===== config.mk =====
export PLATFORM = sky130hd
export DESIGN_NAME = key_led_seq
export DESIGN_NICKNAME = d
export VERILOG_FILES = /design/src/rtl/key_led_seq.sv
export SDC_FILE = /design/constraint.sdc
export NUM_CORES = 1
export LEC_CHECK = 0
export BUFFER_PORTS_ARGS = -buffer_cell sky130_fd_sc_hd__clkbuf_2
export CORE_MARGIN = 2
export CORE_UTILIZATION = 53
export CTS_CLUSTER_SIZE = 40
export DETAILED_ROUTE_END_ITERATION = 7
export GPL_TIMING_DRIVEN = 0
export PLACE_DENSITY_LB_ADDON = 0.15
export SLEW_MARGIN = 20
export SYNTH_ARGS = -nofsm -noshare
export SYNTH_HDL_FRONTEND = slang
export SYNTH_SLANG_ARGS = --single-unit

===== constraint.sdc =====
create_clock -name sys_clk -period 6.3 [get_ports sys_clk]
set_input_delay 1.26 -clock sys_clk [delete_from_list [all_inputs] [get_ports sys_clk]]
set_output_delay 1.26 -clock sys_clk [all_outputs]
set_load 0.1 [all_outputs]

===== src/rtl/key_led_seq.sv =====
// Key-driven LED sequencer: four active-low keys are synchronised, debounced and
// turned into press events that select a latched display mode stepped by a timer.
module key_led_seq #(
    parameter int LED_W           = 4,
    parameter int STEP_CYCLES     = 10_000_000,
    parameter int DEBOUNCE_CYCLES = 1_000_000
) (
    input  logic             sys_clk,
    input  logic             sys_rst_n,
    input  logic [3:0]       key,
    output logic [LED_W-1:0] led,
    output logic [2:0]       mode
);
    localparam int POS_W  = $clog2(LED_W);
    localparam int STEP_W = $clog2(STEP_CYCLES);
    localparam int DB_W   = $clog2(DEBOUNCE_CYCLES);

    typedef enum logic [2:0] {
        MODE_IDLE = 3'd0,
        MODE_SHR  = 3'd1,
        MODE_SHL  = 3'd2,
        MODE_ALT  = 3'd3,
        MODE_ALL  = 3'd4
    } mode_t;

    logic [3:0]        sync1_q;
    logic [3:0]        ks_q;
    logic [3:0]        kd;
    logic [3:0]        kd_dly_q;
    logic [3:0]        press_q, press_d;
    mode_t             mode_q, mode_d;
    logic [2:0]        target;
    logic [STEP_W-1:0] step_cnt_q, step_cnt_d;
    logic [POS_W-1:0]  pos_q, pos_d;
    logic              step;
    logic [LED_W-1:0]  led_q, led_d;
    logic [LED_W-1:0]  shr_pat, shl_pat, alt_pat;

    genvar gi;

    // Per-key debounce: kd follows ks only after a full run of mismatching cycles.
    for (gi = 0; gi < 4; gi++) begin : g_db
        logic [DB_W-1:0] cnt_q, cnt_d;
        logic            kd_q, kd_d;

        always_comb begin
            cnt_d = '0;
            kd_d  = kd_q;
            if (ks_q[gi] != kd_q) begin
                if (cnt_q == DB_W'(DEBOUNCE_CYCLES - 1)) begin
                    kd_d = ks_q[gi];
                end else begin
                    cnt_d = cnt_q + DB_W'(1);
                end
            end
        end

        always_ff @(posedge sys_clk or negedge sys_rst_n) begin
            if (!sys_rst_n) begin
                cnt_q <= '0;
                kd_q  <= 1'b1;
            end else begin
                cnt_q <= cnt_d;
                kd_q  <= kd_d;
            end
        end

        assign kd[gi] = kd_q;
    end

    for (gi = 0; gi < LED_W; gi++) begin : g_pat
        localparam bit ODD = (gi % 2) == 1;
        assign shr_pat[gi] = (pos_q == POS_W'(LED_W - 1 - gi));
        assign shl_pat[gi] = (pos_q == POS_W'(gi));
        assign alt_pat[gi] = ODD ^ pos_q[0];
    end

    always_comb begin
        press_d = kd_dly_q & ~kd;

        // Lowest key index wins when several presses land together.
        target = 3'd4;
        if (press_q[0])      target = 3'd1;
        else if (press_q[1]) target = 3'd2;
        else if (press_q[2]) target = 3'd3;

        mode_d = mode_q;
        if (|press_q) begin
            mode_d = (mode_q == mode_t'(target)) ? MODE_IDLE : mode_t'(target);
        end

        step = (step_cnt_q == STEP_W'(STEP_CYCLES - 1));
        step_cnt_d = step ? '0 : step_cnt_q + STEP_W'(1);
        pos_d      = pos_q;
        if (step) begin
            pos_d = (pos_q == POS_W'(LED_W - 1)) ? '0 : pos_q + POS_W'(1);
        end
        // A mode change restarts the pattern and overrides a coincident step.
        if (mode_d != mode_q) begin
            step_cnt_d = '0;
            pos_d      = '0;
        end

        case (mode_q)
            MODE_SHR: led_d = shr_pat;
            MODE_SHL: led_d = shl_pat;
            MODE_ALT: led_d = alt_pat;
            MODE_ALL: led_d = '1;
            default:  led_d = '0;
        endcase
    end

    always_ff @(posedge sys_clk or negedge sys_rst_n) begin
        if (!sys_rst_n) begin
            sync1_q    <= 4'hF;
            ks_q       <= 4'hF;
            kd_dly_q   <= 4'hF;
            press_q    <= '0;
            mode_q     <= MODE_IDLE;
            step_cnt_q <= '0;
            pos_q      <= '0;
            led_q      <= '0;
        end else begin
            sync1_q    <= key;
            ks_q       <= sync1_q;
            kd_dly_q   <= kd;
            press_q    <= press_d;
            mode_q     <= mode_d;
            step_cnt_q <= step_cnt_d;
            pos_q      <= pos_d;
            led_q      <= led_d;
        end
    end

    assign led  = led_q;
    assign mode = mode_q;
endmodule

After elaboration in Yosys (flattened, before gate mapping)
Cells that the tools add are included.
{"block": "word_totals", "ff_bits": 133, "in_bits": 6, "wordCells": 69}
{"block": "op_classes", "n_addsub": 6, "eq_ne": 18, "n_mux": 19, "bitwise": 3, "n_reduce_logical": 7}
{"op": "$mux 20", "count": 8}
{"op": "$add 20x1->20 const B", "count": 4}
{"op": "$eq 20x20->1 const B", "count": 4}
{"op": "$mux 24", "count": 2}
{"op": "$add 24x1->24 const B", "count": 1}
{"op": "$eq 24x24->1 const B", "count": 1}
{"op": "$pmux 4 s4", "count": 1}
{"op": "$mux 3", "count": 5}
{"op": "$reduce_and 2->1", "count": 4}
{"op": "$eq 3x2->1 const B", "count": 2}
{"op": "$mux 2", "count": 3}
{"op": "$and 4x4->4", "count": 1}
{"op": "$eq 2x2->1 const B", "count": 2}
{"op": "$ne 1x1->1", "count": 4}
{"op": "$not 4->4", "count": 1}
{"op": "$reduce_or 4->1", "count": 1}
{"op": "$eq 3x1->1 const B", "count": 1}
{"op": "$eq 3x3->1", "count": 1}
{"op": "$eq 3x3->1 const B", "count": 1}
{"op": "$ne 3x3->1", "count": 1}
{"op": "$add 2x1->2 const B", "count": 1}
{"op": "$eq 2x1->1 const B", "count": 1}
{"op": "$logic_not 2->1", "count": 1}
{"op": "$reduce_bool 2->1", "count": 1}
{"op": "$not 1->1", "count": 1}

Depth between registers and ports, before layout
Gate-level depths: netlist of run 1.
{"block": "logic_depth", "ltp_word": 8, "depth_mapped": 6, "depth_no_buf": 6}

Worst setup path before layout of run 1
Ideal clock, no wire load.
{"block": "synth_path", "path_kind": "register to output", "startpoint": "reg mode_q[0] (netlist: mode[0])", "endpoint": "out mode[0]", "arrival_ns": 0.982, "required_ns": 5.040, "path_slack_ns": 4.058, "path_stages_with_launch": 1, "n_path_buf": 0, "cell_sequence": "dfrtp_1"}
{"element": "from (decl)", "line": "31", "rtl": "mode_t mode_q, mode_d;"}
{"element": "from (signal assigned)", "line": "128", "rtl": "mode_q <= mode_d;"}
{"element": "to (decl)", "line": "12", "rtl": "output logic [2:0] mode"}
No word-level cell between the ends.

Final worst setup path of run 1
{"block": "layout_path", "startpoint": "reg mode_q[0] (netlist: mode[0])", "endpoint": "out mode[0]"}
No word-level cell between the ends.

==> run summary, run 1 <==
• result of the run: complete, no violations
• actual slew at the worst max-slew pin: 0.541 ns
• CTS clock-pin slew for the worst setup and hold paths: 0.06 ns
• Critical Path, Cell by Cell: clkbuf_2
• antenna fix cells: 0
• Min Hold Slack: 0.355 ns
• Initial Utilization: 0.538
• number of logic stages on the critical path including buffering: 1
• Post-CTS Setup Repair Bufs: 0
• global-route congestion overflow total: 0
• hold depth: 0
• instance count of the mapped netlist: 644
• Core Region: 11900 sq um
• Finish-stage setup viols: 0
• Finished Layout Cells: 836
• number of synthesized register bits: 133
• cell area after synthesis: 6410 sq um
• normalized max-slew margin: 0.641
• type of the tightest min-delay check: flop to flop
• number of global-route vias before repair: 4798
• layout filler cell count: 971
• min Tclk post-route: 2.63 ns
• vertical die dimension: 114 microns
• WP data arrival: 1.37 ns
• growth of design area from synthesis to finish: 14.3%
• multi-input combinational cell area: 2880 sq um
• Synth warnings: 0
• DRC violations left: 0
• drt first pass iters: 5
• number of instances in the placed design: 804
• boundary pin count: 13
• period utilization: 0.418
• crit start category: flop
• floorplan row count: 40
• final-stage net count: 691
• post-route ant nets: 0
• average wire per cell in the routed design: 14.5 microns
• IO Port Bufs: 12
• unrepaired setup endpoints after global routing: false
• distinct cell type count of the synthesized netlist: 47
• Hold Violations, Final: 0
• power density of the placed cells: 268 nW/um^2
• slowest stage delay, CP: 0.50 ns
• wire length of the first global-routing pass: 21700 microns
• cells on worst reg2reg path: 6
• highest fanout seen on the critical path: 8
• worst-case setup margin in the final layout: 3.67 ns
• count of buffering cells on the critical path with inverters included: 1
• H-tree Lvls: 4
• number of max-capacitance violations reported: 0
• critical path class: flop to output pin
• most frequent cells in the layout: dfrtp_1, nor2_1, a21oi_1
• Top delay family on crit path: buffers and inverters
• Achievable Freq: 0.380 GHz
• Worst IR Drop VDD: 227 uV
• EDFF count, synth: 0
• dominant cell type by area after synthesis: dfrtp_1
• sink count of the clock tree: 133
• fraction of layout cells with a size suffix above 1: 0.129
• most used flip-flop cell after synthesis: dfrtp_1
• x dimension of the die: 114 microns
• share of the yosys chip area belonging to registers: 0.522
• post-placement worst setup slack: 3.98 ns
• LEAKAGE: 2.92 nW
• top cells by area in the synthesized netlist: dfrtp_1, dfstp_2, xnor2_1, nor2_1, a21oi_1
• number of buffers inserted during clock tree synthesis: 17
• overall track demand over capacity in global routing: 0.206
• clock root buffer: clkbuf_16
• clock insertion delay at the later pin of the skew report: 0.42 ns
• most common library cell in the layout ignoring fill and taps: dfrtp_1
• type of destination of the critical path: output pin
• number of buffers inserted by hold repair at cts: 0
• Cell Area, Placed: 6690 sq um
• CP max-delay cell: clkbuf_2
• share of async-settable or async-resettable flops after synthesis: 1.00
• nets in the synthesized netlist: 659
• post_cts resized: 0
• Final Instance Area: 7320 sq um
• Detail Placement HPWL: 8130 microns
• Max Root-Sink Buffers: 2
• clock tree from TritonCTS: yes
• accumulated negative setup slack: 0 ns
• DIE AREA: 13000 sq um
• FF/Latch Area: 3350 sq um
• total vias in the final route: 4761
• clock skew: 0.0114 ns
• initial antenna violation count: 0
• via density per instance: 5.69
• top-area cell type share of the netlist area: 0.457
• final max-slew violation count: 0
• routability congestion estimate from global placement: 0.826
• Final Routed Wirelength: 12100 microns
• endpoint required time on the critical path: 5.04 ns
• DRT iter0 DRCs: 283
• largest net degree at the start of global routing: 96
• average size of a mapped cell: 9.95 sq um
==> registers in the layout, indices dropped and copies added (netlist names) <==
| name | count |
|---|---|
| g_db.cnt_q | 80 |
| step_cnt_q | 24 |
| g_db.kd_q | 4 |
| kd_dly_q | 4 |
| ks_q | 4 |
| led | 4 |
| press_q | 4 |
| sync1_q | 4 |
| mode | 3 |
| pos_q | 2 |
==> layout make-up <==
cell class	count	area share
Buffer	18	0.0120
Tap cell	147	0.0251
Clock buffer	19	0.0619
Inverter	26	0.0133
Sequential cell	133	0.457
Timing Repair Buffer	13	0.0132
Clock inverter	13	0.0246
Multi-Input combinational cell	467	0.393
==> worst paths after layout <==
kind | slack, ns | end | startpoint
max | 3.67 | mode[0] | mode[0]
min | 0.35 | ks_q[0] | sync1_q[0]
max reg2reg | 3.98 | step_cnt_q[9] | step_cnt_q[0]
min reg2reg | 0.35 | ks_q[0] | sync1_q[0]
max in group asynchronous | 4.77 | sync1_q[3] | sys_rst_n
min in group asynchronous | 0.76 | step_cnt_q[22] | sys_rst_n
==> power by group <==
group | leakage (nW) | switching (mW) | total (mW) | internal (mW)
Combinational | 0.838 | 0.0323 | 0.0453 | 0.0130
Clock | 0.305 | 0.362 | 1.04 | 0.681
Sequential | 1.78 | 0.00828 | 0.874 | 0.866
==> routing by layer <==
layer  share of wire  GRT usage  wire, microns
met1            0.47      0.260           5640
met2            0.50      0.347           6100
met3           0.023     0.0499            277
met4          0.0077     0.0756             93
met5               0          0              0
==> metrics by stage <==
stage          utilization  total power [mW]
3_5_place_dp         0.562             0.936
6_report             0.615              1.96
4_1_cts              0.615              1.98
5_1_grt              0.615              2.03
2_1_floorplan            -             0.907
3_3_place_gp         0.559             0.931
==> synth_stat cells (all sizes together) (3+ instances only) <==
library cell	count
xor2	17
nor4b	5
nand4	10
o31ai	16
nand3	42
or3	30
buf	9
nor2	69
and3	5
or2	3
nor4	12
ha	9
clkbuf	9
nor2b	8
inv	26
xnor2	41
nor3	11
or4	29
mux2	4
and4	4
a21oi	49
dfstp	16
and2	5
nand2b	5
o21ai	39
nand2	38
dfrtp	117
==> cell families (layout without fill, tap and decap cells) <==
group | Yosys count | in the layout | share of synthesized area
simple gates | 285 | 285 | 0.243
flops | 133 | 133 | 0.522
compound gates | 111 | 111 | 0.102
xor+xnor | 58 | 58 | 0.0793
buf+inv | 44 | 89 | 0.0289
fa+ha+maj | 9 | 9 | 0.0176
mux | 4 | 4 | 0.00703
==> worst register-to-register path, stage by stage, from the launching register on <==
cell and delay (ns):
dfrtp_1 0.41, ha_1 0.27, nand3_1 0.14, or4_1 0.62
o21ai_1 0.38, buf_2 0.30, nor2_1 0.08
No activity file was read; power rests on OpenSTA's default activity.
==> run 2, diff against run 1 <==
clock period = 2.4 ns   (was 6.3 ns; I/O delays follow)
==> run 2 against run 1 <==
Effect of this change: largest cell class unchanged; die area did not move; sequential cell count did not move; clock-buffer cell count did not move; sequential power rose to 2.6 times the previous value; critical path type is now flop to flop; non-clock buffer count rose by 1.
==> run summary, run 2 (synthesis gave the netlist of run 1 again) <==
• result of the run: complete, no violations
• total vias in the final route: 4761, unchanged
• LEAKAGE: 2.93 nW, +0.22%
• fraction of layout cells with a size suffix above 1: 0.130, +0.00126
• Post-CTS Setup Repair Bufs: 0, unchanged
• largest net degree at the start of global routing: 96, unchanged
• period utilization: 0.930
• clock insertion delay at the later pin of the skew report: 0.42 ns, about the same
• Reg2Reg Capture Point: g_db[1].cnt_q[7]
• Gate power share: 0.023, about the same
• number of buffers inserted during clock tree synthesis: 17, unchanged
• Worst IR Drop VDD: 596 uV, +160%
• clock tree from TritonCTS: yes
• Psw: 1.06 mW, +160%
• Cell Area, Placed: 6690 sq um, unchanged
• DIE AREA: 13000 sq um, unchanged
• global-route congestion overflow total: 0, unchanged
• number of max-capacitance violations reported: 0, unchanged
• via density per instance: 5.69, -0.12%
• most frequent cells in the layout: dfrtp_1, nor2_1, a21oi_1
• Min Hold Slack: 0.150 ns, -0.204 ns
• final max-slew violation count: 0, unchanged
• boundary pin count: 13, unchanged
• wire length of the first global-routing pass: 21700 microns, unchanged
• average wire per cell in the routed design: 14.5 microns, +0.10%
• actual slew at the worst max-slew pin: 0.541 ns, +0.000000656 ns
• critical path class: flop to flop
• Hold Violations, Final: 0, unchanged
• reg-to-reg slack, setup: 0.17 ns, -3.81 ns
• clock group share of total power: 0.531, about the same
• Finish-stage setup viols: 0, unchanged
• Initial Utilization: 0.538, unchanged
• final-stage net count: 692, +0.14%
• Final Instance Area: 7340 sq um, +0.19%
• FF/Latch Area: 3350 sq um, unchanged
• accumulated negative setup slack: 0 ns, unchanged
• multi-input combinational cell area: 2880 sq um, +0.13%
• unrepaired setup endpoints after global routing: false
• Achievable Freq: 0.448 GHz
• number of global-route vias before repair: 4798, unchanged
• Core Region: 11900 sq um, unchanged
• worst setup path startpoint: g_db[1].cnt_q[0]
• Largest register FFs: 80, unchanged
• highest fanout seen on the critical path: 10, +2
• type of destination of the critical path: flop
• net switching share of the total power: 0.205, about the same
• clock root buffer: clkbuf_16
• routing usage on met2: 0.347, unchanged
• sink count of the clock tree: 133, unchanged
• WP data arrival: 2.52 ns, +1.15 ns
• endpoint required time on the critical path: 2.69 ns, -2.35 ns
• Final Util: 0.616, +0.00116
• met1 GRT Util: 0.260, unchanged
• routability congestion estimate from global placement: 0.826, unchanged
• post-placement worst setup slack: 0.0790 ns, -3.90 ns
• most common library cell in the layout ignoring fill and taps: dfrtp_1
• overall track demand over capacity in global routing: 0.206, unchanged
• CTS clock-pin slew for the worst setup and hold paths: 0.06 ns, about the same
• IO Port Bufs: 12, unchanged
• Biggest register: g_db.cnt_q
• startpoint of the most critical register-to-register path: g_db[1].cnt_q[0]
• drt first pass iters: 4, -1
• power density of the placed cells: 702 nW/um^2, +160%
• global routing met3 resource utilization: 0.0499, unchanged
• sequential cell fraction of total power: 0.445, about the same
• cell-internal power: 4.10 mW, +160%
• floorplan row count: 40, unchanged
• routing layer with the top usage in global route: met2
• antenna fix cells: 0, unchanged
• Max Root-Sink Buffers: 2, unchanged
• layout filler cell count: 970, -0.10%
• worst-case setup margin in the final layout: 0.168 ns, -3.50 ns
• min Tclk post-route: 2.23 ns
• growth of design area from synthesis to finish: 14.5%
• hold depth: 1, +1
• clock skew: 0.0116 ns, +0.000244 ns
• H-tree Lvls: 4, unchanged
• largest registers: g_db.cnt_q (80), step_cnt_q (24)
• DRT iter0 DRCs: 287, +1.4%
• worst setup path end: g_db[1].cnt_q[7]
• normalized max-slew margin: 0.641, unchanged
• Final Routed Wirelength: 12100 microns, +0.22%
• post-route ant nets: 0, unchanged
• vertical die dimension: 114 microns, unchanged
• DRC violations left: 0, unchanged
• x dimension of the die: 114 microns, unchanged
• type of the tightest min-delay check: input port to flop
• initial antenna violation count: 0, unchanged
• Detail Placement HPWL: 8130 microns, unchanged
• startpoint of the worst hold path: key[0]
• crit start category: flop
• cells on worst reg2reg path: 6, unchanged
[run 2: cell types whose count changed in the layout (fill, tap and decap cells not counted), sizes merged]
cell,previous run,this run
dlygate4sd3,0,1
[run 2: power by group through the flow]
stage          clock, mW  combinational (mW)  sequential (mW)
2_1_floorplan          0              0.0531             2.33
3_5_place_dp           0               0.123             2.33
6_report            2.74               0.121             2.29
5_1_grt             2.88               0.142             2.30
4_1_cts             2.79               0.125             2.29
3_3_place_gp           0               0.113             2.33
[run 2: through the flow]
| step | total power [mW] | cells |
|---|---|---|
| floorplan | 2.38 | 644 |
| detailed placement | 2.46 | 804 |
| global placement | 2.44 | 803 |
| global route | 5.32 | 837 |
| finish | 5.15 | 837 |
| CTS | 5.21 | 837 |
[run 2: what timing repair did]
action | CTS | global route
setup endpoints to repair | 0 | 19
resized for setup | 0 | 1
endpoints found under the hold margin | 34 | 0
hold buffers | 1 | 0
[run 2: layout make-up]
| type | count | share of cell area |
|---|---|---|
| Buffer | 18 | 0.0119 |
| Clock buffer | 19 | 0.0617 |
| Clock inverter | 13 | 0.0246 |
| Inverter | 26 | 0.0133 |
| Multi-Input combinational cell | 467 | 0.392 |
| Sequential cell | 133 | 0.456 |
| Tap cell | 147 | 0.0251 |
| Timing Repair Buffer | 14 | 0.0145 |
[run 2: how the worst min path moves through the flow]
stage / slack, ns / end
floorplan: 0.18 / g_db[0].cnt_q[0]
global placement: 0.35 / ks_q[1]
detailed placement: 0.35 / ks_q[0]
CTS: 0.13 / sync1_q[0]
global route: 0.14 / sync1_q[3]
finish: 0.15 / sync1_q[0]
[run 2: worst max-delay path, stage by stage (launching register included)]
cell     delay [ns]
dfrtp_1        0.38
ha_1           0.22
nand4_1        0.24
or2_2          0.40
o31ai_4        0.47
buf_2          0.31
nor2_1         0.08
[run 2: routing by layer]
layer / routed length [microns] / share of wire
met1: 5600 / 0.46
met2: 6120 / 0.50
met3: 316 / 0.026
met4: 94 / 0.0077
met5: 0 / 0
